===== src/rtl/rgb_arb_pkg.sv =====
// ----------------------------------------------------------------------------
// rgb_arb_pkg
// Shared types and constants for the two-requester RGB converter arbiter:
//   - state_t          : arbiter FSM state encoding
//   - CONV_LATENCY_DEF : default converter latency in clock cycles
//   - COLOUR_W, RGB_W  : colour code and rgb result widths
//   - onehot_to_idx    : index of the set bit in a two-bit one-hot vector
// ----------------------------------------------------------------------------
package rgb_arb_pkg;

   localparam int unsigned CONV_LATENCY_DEF = 1;
   localparam int unsigned COLOUR_W         = 3;
   localparam int unsigned RGB_W            = 24;

   typedef enum logic [1:0] {
      ST_IDLE  = 2'd0,
      ST_ISSUE = 2'd1,
      ST_WAIT  = 2'd2,
      ST_DONE  = 2'd3
   } state_t;

   // A zero vector maps to index 0; callers only use the result when a
   // request is present.
   function automatic logic onehot_to_idx(input logic [1:0] oh);
      return oh[1];
   endfunction

endpackage


===== src/rtl/rr_arbiter2.sv =====
// ----------------------------------------------------------------------------
// rr_arbiter2
// Two-way round-robin selector (purely combinational).
// Ports:
//   req     in  [1:0]  active requests
//   pointer in  1      requester that wins when both request
//   winner  out [1:0]  one-hot winner, zero when no request
// ----------------------------------------------------------------------------
module rr_arbiter2
   import rgb_arb_pkg::*;
(
   input  logic [1:0] req,
   input  logic       pointer,
   output logic [1:0] winner
);

   // Single requests win outright; a tie goes to the pointed-at requester
   always_comb begin
      winner = 2'b00;
      case (req)
         2'b00:   winner = 2'b00;
         2'b01:   winner = 2'b01;
         2'b10:   winner = 2'b10;
         2'b11:   winner = pointer ? 2'b10 : 2'b01;
         default: winner = 2'b00;
      endcase
   end

endmodule


===== src/rtl/rgb_arbiter.sv =====
// ----------------------------------------------------------------------------
// rgb_arbiter
// Shares one RGB colour converter between two requesters. A request seen in
// IDLE is granted in ISSUE (one-cycle gnt pulse, converter enabled with the
// winner's colour), the converter latency elapses in WAIT, the result is
// captured on the last WAIT cycle and announced in DONE with rgb_valid.
// Ports:
//   clk          in   clock, all state changes on the rising edge
//   rst_n        in   synchronous active-low reset
//   req          in   [1:0] requests, held until granted
//   colour0/1    in   [2:0] colour code of each requester
//   gnt          out  [1:0] one-hot, one-cycle grant pulse
//   conv_enable  out  converter enable (high in ISSUE only)
//   conv_colour  out  [2:0] colour code to the converter, held outside ISSUE
//   conv_rgb     in   [23:0] converter result
//   rgb_out      out  [23:0] captured result, held until the next capture
//   rgb_valid    out  one-cycle pulse when rgb_out updates
//   rgb_id       out  requester owning rgb_out
// ----------------------------------------------------------------------------
module rgb_arbiter
   import rgb_arb_pkg::*;
#(
   parameter int unsigned CONV_LATENCY = CONV_LATENCY_DEF
) (
   input  logic                clk,
   input  logic                rst_n,
   input  logic [1:0]          req,
   input  logic [COLOUR_W-1:0] colour0,
   input  logic [COLOUR_W-1:0] colour1,
   output logic [1:0]          gnt,
   output logic                conv_enable,
   output logic [COLOUR_W-1:0] conv_colour,
   input  logic [RGB_W-1:0]    conv_rgb,
   output logic [RGB_W-1:0]    rgb_out,
   output logic                rgb_valid,
   output logic                rgb_id
);

   // WAIT runs while the counter steps from CONV_LATENCY-1 down to 0.
   localparam logic [2:0] WAIT_LOAD = 3'(CONV_LATENCY - 1);

   state_t              state;
   logic [2:0]          wait_cnt;
   logic                prio;        // requester that wins the next tie
   logic                owner;       // requester of the transaction in flight
   logic [1:0]          win_oh;
   logic                win_idx;
   logic [COLOUR_W-1:0] win_colour;

   rr_arbiter2 u_rr (
      .req     (req),
      .pointer (prio),
      .winner  (win_oh)
   );

   // Winner index and the colour code it presents
   always_comb begin
      win_idx = onehot_to_idx(win_oh);
      if (win_idx) begin
         win_colour = colour1;
      end else begin
         win_colour = colour0;
      end
   end

   // Arbiter FSM; outputs are registered so they line up with the state
   // they belong to (gnt/conv_enable in ISSUE, rgb_valid in DONE).
   always_ff @(posedge clk) begin
      if (!rst_n) begin
         state       <= ST_IDLE;
         wait_cnt    <= 3'd0;
         prio        <= 1'b0;
         owner       <= 1'b0;
         gnt         <= 2'b00;
         conv_enable <= 1'b0;
         conv_colour <= '0;
         rgb_out     <= '0;
         rgb_valid   <= 1'b0;
         rgb_id      <= 1'b0;
      end else begin
         gnt         <= 2'b00;
         conv_enable <= 1'b0;
         rgb_valid   <= 1'b0;
         case (state)
            ST_IDLE: begin
               if (req != 2'b00) begin
                  state       <= ST_ISSUE;
                  owner       <= win_idx;
                  gnt         <= win_oh;
                  conv_enable <= 1'b1;
                  conv_colour <= win_colour;
                  // The requester just granted drops to lowest priority.
                  prio        <= ~win_idx;
               end else begin
                  state <= ST_IDLE;
               end
            end
            ST_ISSUE: begin
               wait_cnt <= WAIT_LOAD;
               state    <= ST_WAIT;
            end
            ST_WAIT: begin
               if (wait_cnt == 3'd0) begin
                  rgb_out   <= conv_rgb;
                  rgb_id    <= owner;
                  rgb_valid <= 1'b1;
                  state     <= ST_DONE;
               end else begin
                  wait_cnt <= wait_cnt - 3'd1;
               end
            end
            ST_DONE: begin
               state <= ST_IDLE;
            end
            default: begin
               state <= ST_IDLE;
            end
         endcase
      end
   end

endmodule


===== config.mk =====
export PLATFORM = sky130hd
export DESIGN_NAME = rgb_arbiter
export DESIGN_NICKNAME = d
export VERILOG_FILES = /design/src/rtl/rgb_arb_pkg.sv /design/src/rtl/rr_arbiter2.sv /design/src/rtl/rgb_arbiter.sv
export SDC_FILE = /design/constraint.sdc
export NUM_CORES = 1
export LEC_CHECK = 0
export CAP_MARGIN = 20
export CORE_ASPECT_RATIO = 1.2
export CORE_MARGIN = 1.5
export CORE_UTILIZATION = 40
export DETAILED_ROUTE_END_ITERATION = 12
export GPL_ROUTABILITY_DRIVEN = 1
export GPL_TIMING_DRIVEN = 0
export PLACE_DENSITY_LB_ADDON = 0.2
export RECOVER_POWER = 50
export SYNTH_ARGS = -nofsm -noshare
export SYNTH_HDL_FRONTEND = slang
export SYNTH_HIERARCHICAL = 1
export SYNTH_SLANG_ARGS = --single-unit
export TNS_END_PERCENT = 1

===== constraint.sdc =====
create_clock -name clk -period 2 [get_ports clk]
set_clock_uncertainty 0.05 [all_clocks]
set_input_delay 0.3 -clock clk [delete_from_list [all_inputs] [get_ports clk]]
set_output_delay 0.3 -clock clk [all_outputs]
set_load 0.01 [all_outputs]

* Word-level counts from Yosys, hierarchy flattened
Index checks and enable logic that the tools add are counted.
** Storage, ports and cells
- Logic and storage cells :: 41
- Bits in registers :: 39
- Output and inout bits :: 32
- Bits of input ports :: 34
** Operators by class
- Equality and inequality tests :: 8
- Muxes and demuxes :: 10
- Add/sub/neg operators :: 1
- Bitwise gates (word level) :: 1
- Reduce and logical (&&, ||, !) cells :: 11
** Operators with widths (count)
- 2-bit one-hot mux with 4 select lines :: 2
- 2-bit AND reduction :: 5
- 2-bit equality test, second input constant :: 4
- 3-bit two-way mux :: 2
- 3-bit one-hot mux with 2 select lines :: 1
- 2-bit by 1-bit equality test with 1-bit output, second input constant :: 2
- 2-bit logical NOT :: 2
- 2-bit two-way mux :: 2
- 2-bit inequality test, second input constant :: 2
- 2-bit nonzero test :: 2
- 3-bit logical NOT :: 1
- 1-bit two-way mux :: 3
- 3-bit AND reduction :: 1
- 3-bit by 1-bit subtractor with 3-bit output, second input constant :: 1
- 1-bit NOT :: 1

* Depth between registers and ports, before layout
Gate-level depths: netlist (run 1).
- Word-level depth :: 3
- Gate-level depth with buffers :: 7
- Depth with buffers taken out :: 5

* Hierarchy
The synthesis (run 1) kept the hierarchy.
** Modules (own cells, without submodules)
- rgb_arbiter :: cells each 180, times used 1, sequential area each 780.7 um^2, area each 1584.0 um^2
- rr_arbiter2 :: cells each 3, times used 1, sequential area each 0.0 um^2, area each 18.8 um^2

* Worst setup path before layout (run 1)
Ideal clock, no wire load.
- Path type :: flip-flop to flip-flop
- Start point :: register state[0]
- End point :: register rgb_out[5]
- Period minus slack after synthesis :: 1372 ps
- Cell stages (with the launch flop) :: 8
- Library setup time :: 132 ps
- Data arrival time :: 1189 ps
- Required time :: 1818 ps
- Path slack :: 628 ps
- Path through :: dfxtp_1 inv_1 ha_1 and3b_1 buf_6 buf_8 nand2_1 a21oi_1
** On the way
- Cells in the longest elaborated chain, start to end :: 2
** RTL lines
- start, declared :: RTL line rgb_arbiter.sv:42 : state_t state;
- start signal, assigned :: RTL line rgb_arbiter.sv:70 : state <= ST_IDLE;
- start signal, assigned :: RTL line rgb_arbiter.sv:87 : state <= ST_ISSUE;
- start signal, assigned :: RTL line rgb_arbiter.sv:95 : state <= ST_IDLE;
- 2-bit equality test :: RTL line rgb_arbiter.sv:84 : case (state)
- 2-bit AND reduction (no source line)
- end signal, assigned :: RTL line rgb_arbiter.sv:104 : rgb_out <= conv_rgb;
- end, declared :: RTL line rgb_arbiter.sv:34 : output logic [RGB_W-1:0] rgb_out,
Every way passes these cells.
A chain may end at the register's enable or synchronous reset.

* Worst setup path in the final report (run 1)
- Start point :: register rgb_id
- End point :: output rgb_id
** RTL lines
- start, declared :: RTL line rgb_arbiter.sv:36 : output logic rgb_id
- start signal, assigned :: RTL line rgb_arbiter.sv:105 : rgb_id <= owner;
No word-level cell between the ends.

==> results_dict.tcl, run 1 <==
set metrics [dict create \
    syn-cell-area_um2 1603 \
    post_cts_resized 0 \
    layout-drive-gt1-share_pct 9.375 \
    post_cts_buffers 0 \
    crit_arrival_ps 1240 \
    reg2reg_slack_ps 420 \
    cts_tree "built" \
    grt_pass1_wl_um 5568 \
    postRouteWirelength_um 3356 \
    clk_latency_ps 290 \
    die-area_um2 4397 \
    area_growth_pct 50.98 \
    cts-root-buf "clkbuf_8" \
    multi_input_area_um2 714.4 \
    grt_antenna_before_repair 0 \
    htree_levels 2 \
    finalHoldViolations 0 \
    fillers 356 \
    dpl.hpwl_um 2467 \
    cp-start-kind "register" \
    first_iter_violations 68 \
    gp_congestion 0.8050 \
    cts_buffer_depth 2 \
    peakVddDrop_uv 581.9 \
    swShare_pct 31.04 \
    min_path_type "reg -> reg" \
    fmax_mhz 630.6 \
    finalMaxSlewViolations 0 \
    start_util_pct 41.32 \
    die_x_um 60.79 \
    grt.total_usage_pct 16.67 \
    core_region_area_um2 3879 \
    io_pins 66 \
    setup_viol 0 \
    synth-seq-cells 39 \
    intPower_mw 1.662 \
    fin_nets 295 \
    worstMarginPinSlew_ps 444.0 \
    p_comb_share_pct 35.9 \
    p_clk_share_pct 23.8 \
    seqCellArea_um2 780.7 \
    status "finished clean" \
    numCtsBuffers 5 \
    drc_errors 0 \
    path_cells "dlygate4sd3_1" \
    avgViaCountPerCell 4.658 \
    rsz0062_at_grt "false" \
    p_leak_nw 0.9498 \
    grt_pass1_vias 1320 \
    setup-tns-final_ps 0 \
    post-route-util_pct 62.39 \
    rows 25 \
    antenna_left 0 \
    powerDensity_nw_per_um2 995.9 \
    fin_crit_sh_pct 79.29 \
    syn_inst 183 \
    ys_types 30 \
    drt_pre_antenna_iters 4 \
    finalCriticalPeriod_ps 1586 \
    diodes 0 \
    grt.overflow.total 0 \
    end_kind "output pin" \
    cts_hold_buf 0 \
    grt_max_degree 12 \
    pwr-share-seq_pct 40.3 \
    cap_viol_max_count 0 \
    crit_fanout 2 \
    max_stage_delay_ps 630 \
    power_switching_mw 0.7481 \
    crit_path_top_delay_cell "dlygate4sd3_1" \
    die_h_um 72.34 \
    path_delay_family "buffers and inverters" \
    ys_seq_area_share_pct 48.71 \
    vias 1444 \
    postSynthAreaPerCell_um2 8.758 \
    crit_buf_inv 1 \
    worst_ep_required_time_ps 1650 \
    port_buffers 65 \
    relSlewSlack_pct 70.40 \
    synthesis.nets 223 \
    post_drt_wl_per_cell_um 10.83 \
    yosys_warnings 6 \
    crit_type "reg -> out" \
    clk_pin_slew_ps 70 \
    cts_num_sinks 39 \
]
-- placed cells by master, fill, tap and decap left out, types with 2 or more instances in the layout --
master	netlist	routed
clkbuf_8	0	7
nand2_1	53	53
dfxtp_1	39	39
buf_2	5	4
mux2i_1	7	7
and3_1	2	2
a21oi_1	19	19
nand2b_1	3	3
inv_1	8	9
ha_1	6	6
o21ai_0	2	2
nor2b_1	2	2
clkbuf_1	2	4
clkdlybuf4s50_1	0	43
a21oi_2	9	9
a21boi_0	1	2
buf_8	2	2
a211oi_1	3	3
dlygate4sd3_1	0	22
nor2_1	6	6
nand3_1	2	2
-- metrics by stage --
| step | power [mW] | hold WS (ps) | setup WS, ps | cells | cell area [um^2] |
|---|---|---|---|---|---|
| floorplan | 1.517 | 371.7 | 628.2 | 183 | 1603 |
| global placement | 1.882 | 391.9 | 268.6 | 302 | 2321 |
| detailed placement | 1.890 | 396.5 | 227.0 | 302 | 2321 |
| CTS | 2.471 | 406.7 | 463.1 | 310 | 2421 |
| global route | 2.580 | 419.4 | 179.5 | 310 | 2420 |
| finish | 2.410 | 401.4 | 414.1 | 310 | 2420 |
-- flip-flops by register name (all words and copies together), names as in the netlist --
| name | count |
|---|---|
| owner | 1 |
| rgb_valid | 1 |
| gnt | 2 |
| conv_colour | 3 |
| rgb_out | 24 |
| conv_enable | 1 |
| prio | 1 |
| state | 2 |
| rgb_id | 1 |
| wait_cnt | 3 |
-- cells by family after synthesis --
group	count (synthesis)	share of synthesized area, %
AO/OA/AOI/OAI	39	15.93
adder cells (fa/ha/maj)	6	4.684
buffers and inverters	19	6.713
flip-flops	39	48.71
multiplexers	7	4.372
AND/OR/NAND/NOR	73	19.59
-- tightest hold or removal path, stage by stage, from the launching register on --
cell     delay, ps
dfxtp_1        310
nand2_1         50
a21oi_1         50
-- Yosys cell counts --
| cell | instances | area, um^2 |
|---|---|---|
| a211o_1 | 1 | 8.760 |
| a211oi_1 | 3 | 22.52 |
| a21boi_0 | 1 | 7.510 |
| a21boi_1 | 1 | 7.510 |
| a21oi_1 | 19 | 95.09 |
| a21oi_2 | 9 | 78.83 |
| a221oi_1 | 1 | 8.760 |
| a311oi_1 | 1 | 8.760 |
| and2_1 | 1 | 6.260 |
| and3_1 | 2 | 12.51 |
| and3b_1 | 1 | 8.760 |
| buf_2 | 5 | 25.02 |
| buf_6 | 1 | 11.26 |
| buf_8 | 2 | 30.03 |
| clkbuf_1 | 2 | 7.510 |
| dfxtp_1 | 39 | 780.8 |
| ha_1 | 6 | 75.07 |
| inv_1 | 8 | 30.03 |
| inv_2 | 1 | 3.750 |
| mux2i_1 | 7 | 70.07 |
| nand2_1 | 53 | 198.9 |
| nand2b_1 | 3 | 18.77 |
| nand3_1 | 2 | 10.01 |
| nand3b_1 | 1 | 7.510 |
| nand3b_2 | 1 | 11.26 |
| nor2_1 | 6 | 22.52 |
| nor2b_1 | 2 | 12.51 |
| nor3_1 | 1 | 5.000 |
| o21a_1 | 1 | 7.510 |
| o21ai_0 | 2 | 10.01 |
-- power by group through the flow --
stage                     Combinational, mW  Clock [mW]  Sequential [mW]
after floorplan                       0.479           0             1.04
after global placement                0.891           0            0.991
after detailed placement              0.897           0            0.992
after CTS                             0.904       0.590            0.976
after global routing                  0.971       0.620            0.989
final                                 0.865       0.574            0.971
-- layout make-up --
class	count	share of cell area [%]
multi-input combinational	125	29.52
sequential	39	32.26
buffer	10	2.999
tap	54	2.792
timing repair buffer	65	26.89
clock buffer	8	4.137
inverter	9	1.396
-- routing by layer --
metal | global-route usage (%) | share of wire [%] | vias to the layer above
met2 | 27.48 | 48 | 41
li1 | - | - | 744
met1 | 19.11 | 44 | 653
met3 | 5.704 | 6.3 | 6
met5 | 0 | 0 | -
met4 | 7.488 | 1.6 | 0
-- path summary, 6_finish.rpt --
check | to | start | cells past startpoint
max | rgb_id | rgb_id$_SDFFE_PN0P_ | 1
min | rgb_out[2]$_SDFFE_PN0P_ | rgb_out[2]$_SDFFE_PN0P_ | 2
max reg2reg | prio$_SDFFE_PN0P_ | state[0]$_SDFFE_PN0P_ | 6
min reg2reg | rgb_out[2]$_SDFFE_PN0P_ | rgb_out[2]$_SDFFE_PN0P_ | 2
Note: power is estimated with default switching activity, not from simulation.
==> run 2: changes to the inputs <==
--- a/config.mk
+++ b/config.mk
@@ -8,7 +8,7 @@
 export CAP_MARGIN = 20
 export CORE_ASPECT_RATIO = 1.2
 export CORE_MARGIN = 1.5
-export CORE_UTILIZATION = 40
+export CORE_UTILIZATION = 38
 export DETAILED_ROUTE_END_ITERATION = 12
 export GPL_ROUTABILITY_DRIVEN = 1
 export GPL_TIMING_DRIVEN = 0
==> constraint.sdc (replaced) <==
create_clock -name clk -period 1.4 [get_ports clk]
set_clock_uncertainty 0.05 [all_clocks]
set_input_delay 0.21 -clock clk [delete_from_list [all_inputs] [get_ports clk]]
set_output_delay 0.21 -clock clk [all_outputs]
set_load 0.01 [all_outputs]
==> run 2 against run 1 <==
Net effect: hold slack worse by 0.74 ps; final cell count is 1.3% higher; largest power group unchanged; highest routed layer unchanged; critical endpoint is now rgb_out[19]$_SDFFE_PN0P_; non-clock buffer count is 4 higher; cell area is 1.8% higher.
==> results_dict.tcl, run 2 (synthesis gave the netlist of run 1 again) <==
set metrics [dict create \
    rows 25 \
    finalPower_mw 3.482 \
    crit_fanout 10 \
    area_growth_pct 53.63 \
    gp_congestion 0.7538 \
    start_util_pct 40.03 \
    cp-start-kind "register" \
    fin_crit_sh_pct 95.48 \
    post_drt_wl_per_cell_um 12.17 \
    worst_r2r_path_depth 7 \
    fmax_mhz 748.1 \
    relSlewSlack_pct 82.00 \
    die-area_um2 4618 \
    min_path_type "reg -> reg" \
    vias 1460 \
    crit_type "reg -> reg" \
    grt.overflow.total 0 \
    setup_viol 0 \
    met1_usage_pct 19.49 \
    drt_pre_antenna_iters 4 \
    p_leak_nw 1.052 \
    crit_path_start "state[0]$_SDFFE_PN0P_" \
    layout-drive-gt1-share_pct 16.92 \
    io_pins 66 \
    first_iter_violations 69 \
    final_cell_mix "nand2_1, dfxtp_1, clkdlybuf4s50_1, dlygate4sd2_1, a21oi_1" \
    cap_viol_max_count 0 \
    hold_ws_ps 400.7 \
    htree_levels 2 \
    final_common_cell "nand2_1" \
    cp-endpoint "rgb_out[19]$_SDFFE_PN0P_" \
    numCtsBuffers 5 \
    clk_latency_ps 290 \
    dpl.hpwl_um 2619 \
    grt_max_degree 12 \
    reg_top3 "rgb_out: 24 flops, conv_colour: 3 flops, wait_cnt: 3 flops" \
    die_x_um 62.29 \
    met3_usage_pct 4.539 \
    finalMaxSlewViolations 0 \
    grt_pass1_wl_um 6168 \
    worst_ep_required_time_ps 1530 \
    die_h_um 74.15 \
    avgViaCountPerCell 4.650 \
    cts_buffer_depth 2 \
    use_met2_pct 29.59 \
    end_kind "register" \
    r2r_end "rgb_out[19]$_SDFFE_PN0P_" \
    r2r-start "state[0]$_SDFFE_PN0P_" \
    status "finished clean" \
    grt_antenna_before_repair 0 \
    finalHoldViolations 0 \
    cts-root-buf "clkbuf_8" \
    grt_pass1_vias 1357 \
    peakVddDrop_uv 732.5 \
    powerDensity_nw_per_um2 1414 \
    max_flop_register "rgb_out" \
    top_usage_layer "met2" \
    worstMarginPinSlew_ps 269.2 \
    fin_nets 299 \
    drc_errors 0 \
    clk_pin_slew_ps 70 \
    antenna_left 0 \
    reg2reg_slack_ps 60 \
    path_cells "inv_4 > ha_4 > and3b_1 > buf_6 > buf_8 > nand2_1 > a21oi_1" \
    crit_arrival_ps 1470 \
    postRouteWirelength_um 3820 \
    diodes 0 \
    crit_path_top_delay_cell "dfxtp_2" \
    cts_num_sinks 39 \
    setup-tns-final_ps 0 \
    max_stage_delay_ps 360 \
    largest_reg_flops 24 \
    core_region_area_um2 4004 \
    grt.total_usage_pct 17.16 \
    cts_tree "built" \
    finalCriticalPeriod_ps 1337 \
    port_buffers 65 \
]
run 2: cell count changes in the layout (fill, tap and decap cells not counted), moves of 3 or more:
cell,before,now
dlygate4sd2_1,0,32
dlygate4sd3_1,22,0
clkdlybuf4s50_1,43,33
buf_4,0,6
ha_1,6,2
inv_1,9,5
inv_2,0,3
run 2: repair_timing:
action	in CTS	in global routing
hold buffers	0	0
endpoints found under the setup margin	63	33
resized for setup	43	14
setup buffers	0	4
pin swaps	0	2
run 2: stage by stage:
step / area, um^2 / util [%] / cells / setup WS [ps]
after floorplan: 1603 / - / 183 / 28.24
after global routing: 2462 / 61.50 / 314 / -12.92
after global placement: 2321 / 57.97 / 302 / -259.3
after CTS: 2396 / 59.84 / 310 / 4.828
final: 2462 / 61.50 / 314 / 63.21
after detailed placement: 2321 / 57.97 / 302 / -265.1
run 2: layer usage:
layer | routed length (um) | share of wire (%)
met1 | 1639 | 43
met2 | 1872 | 49
met3 | 212 | 5.5
met4 | 96 | 2.5
met5 | 0 | 0
run 2: worst min-delay path by stage:
stage,end,slack [ps],cells after the start,start
after floorplan,conv_enable$_SDFF_PN0_,280,1,rst_n
after global placement,rgb_out[22]$_SDFFE_PN0P_,390,2,rgb_out[22]$_SDFFE_PN0P_
after detailed placement,rgb_out[22]$_SDFFE_PN0P_,400,2,rgb_out[22]$_SDFFE_PN0P_
after CTS,rgb_out[22]$_SDFFE_PN0P_,400,2,rgb_out[22]$_SDFFE_PN0P_
final,rgb_out[22]$_SDFFE_PN0P_,400,2,rgb_out[22]$_SDFFE_PN0P_
after global routing,rgb_out[17]$_SDFFE_PN0P_,410,3,conv_rgb[17]
run 2: cell type report:
cell class	count	area [um^2]
multi-input combinational	125	763.2
buffer	10	87.58
inverter	9	36.28
sequential	39	785.8
fill	401	1541
clock inverter	1	5.005
timing repair buffer	69	640.6
tap	54	67.56
clock buffer	7	76.32
run 2: critical path, delay by kind of cell (launching register included):
kind | cells | cell delay [ps]
AOI/OAI and AO/OA | 1 | 60
adders and majority gates | 1 | 170
buffers and inverters | 3 | 310
DFF | 1 | 360
and+or+nand+nor | 2 | 250
run 2: where the power goes:
group	internal (mW)	switching, mW	total (mW)
registers	1.31	0.101	1.41
logic	0.666	0.675	1.34
clock network	0.349	0.383	0.733
total	2.32	1.16	3.48
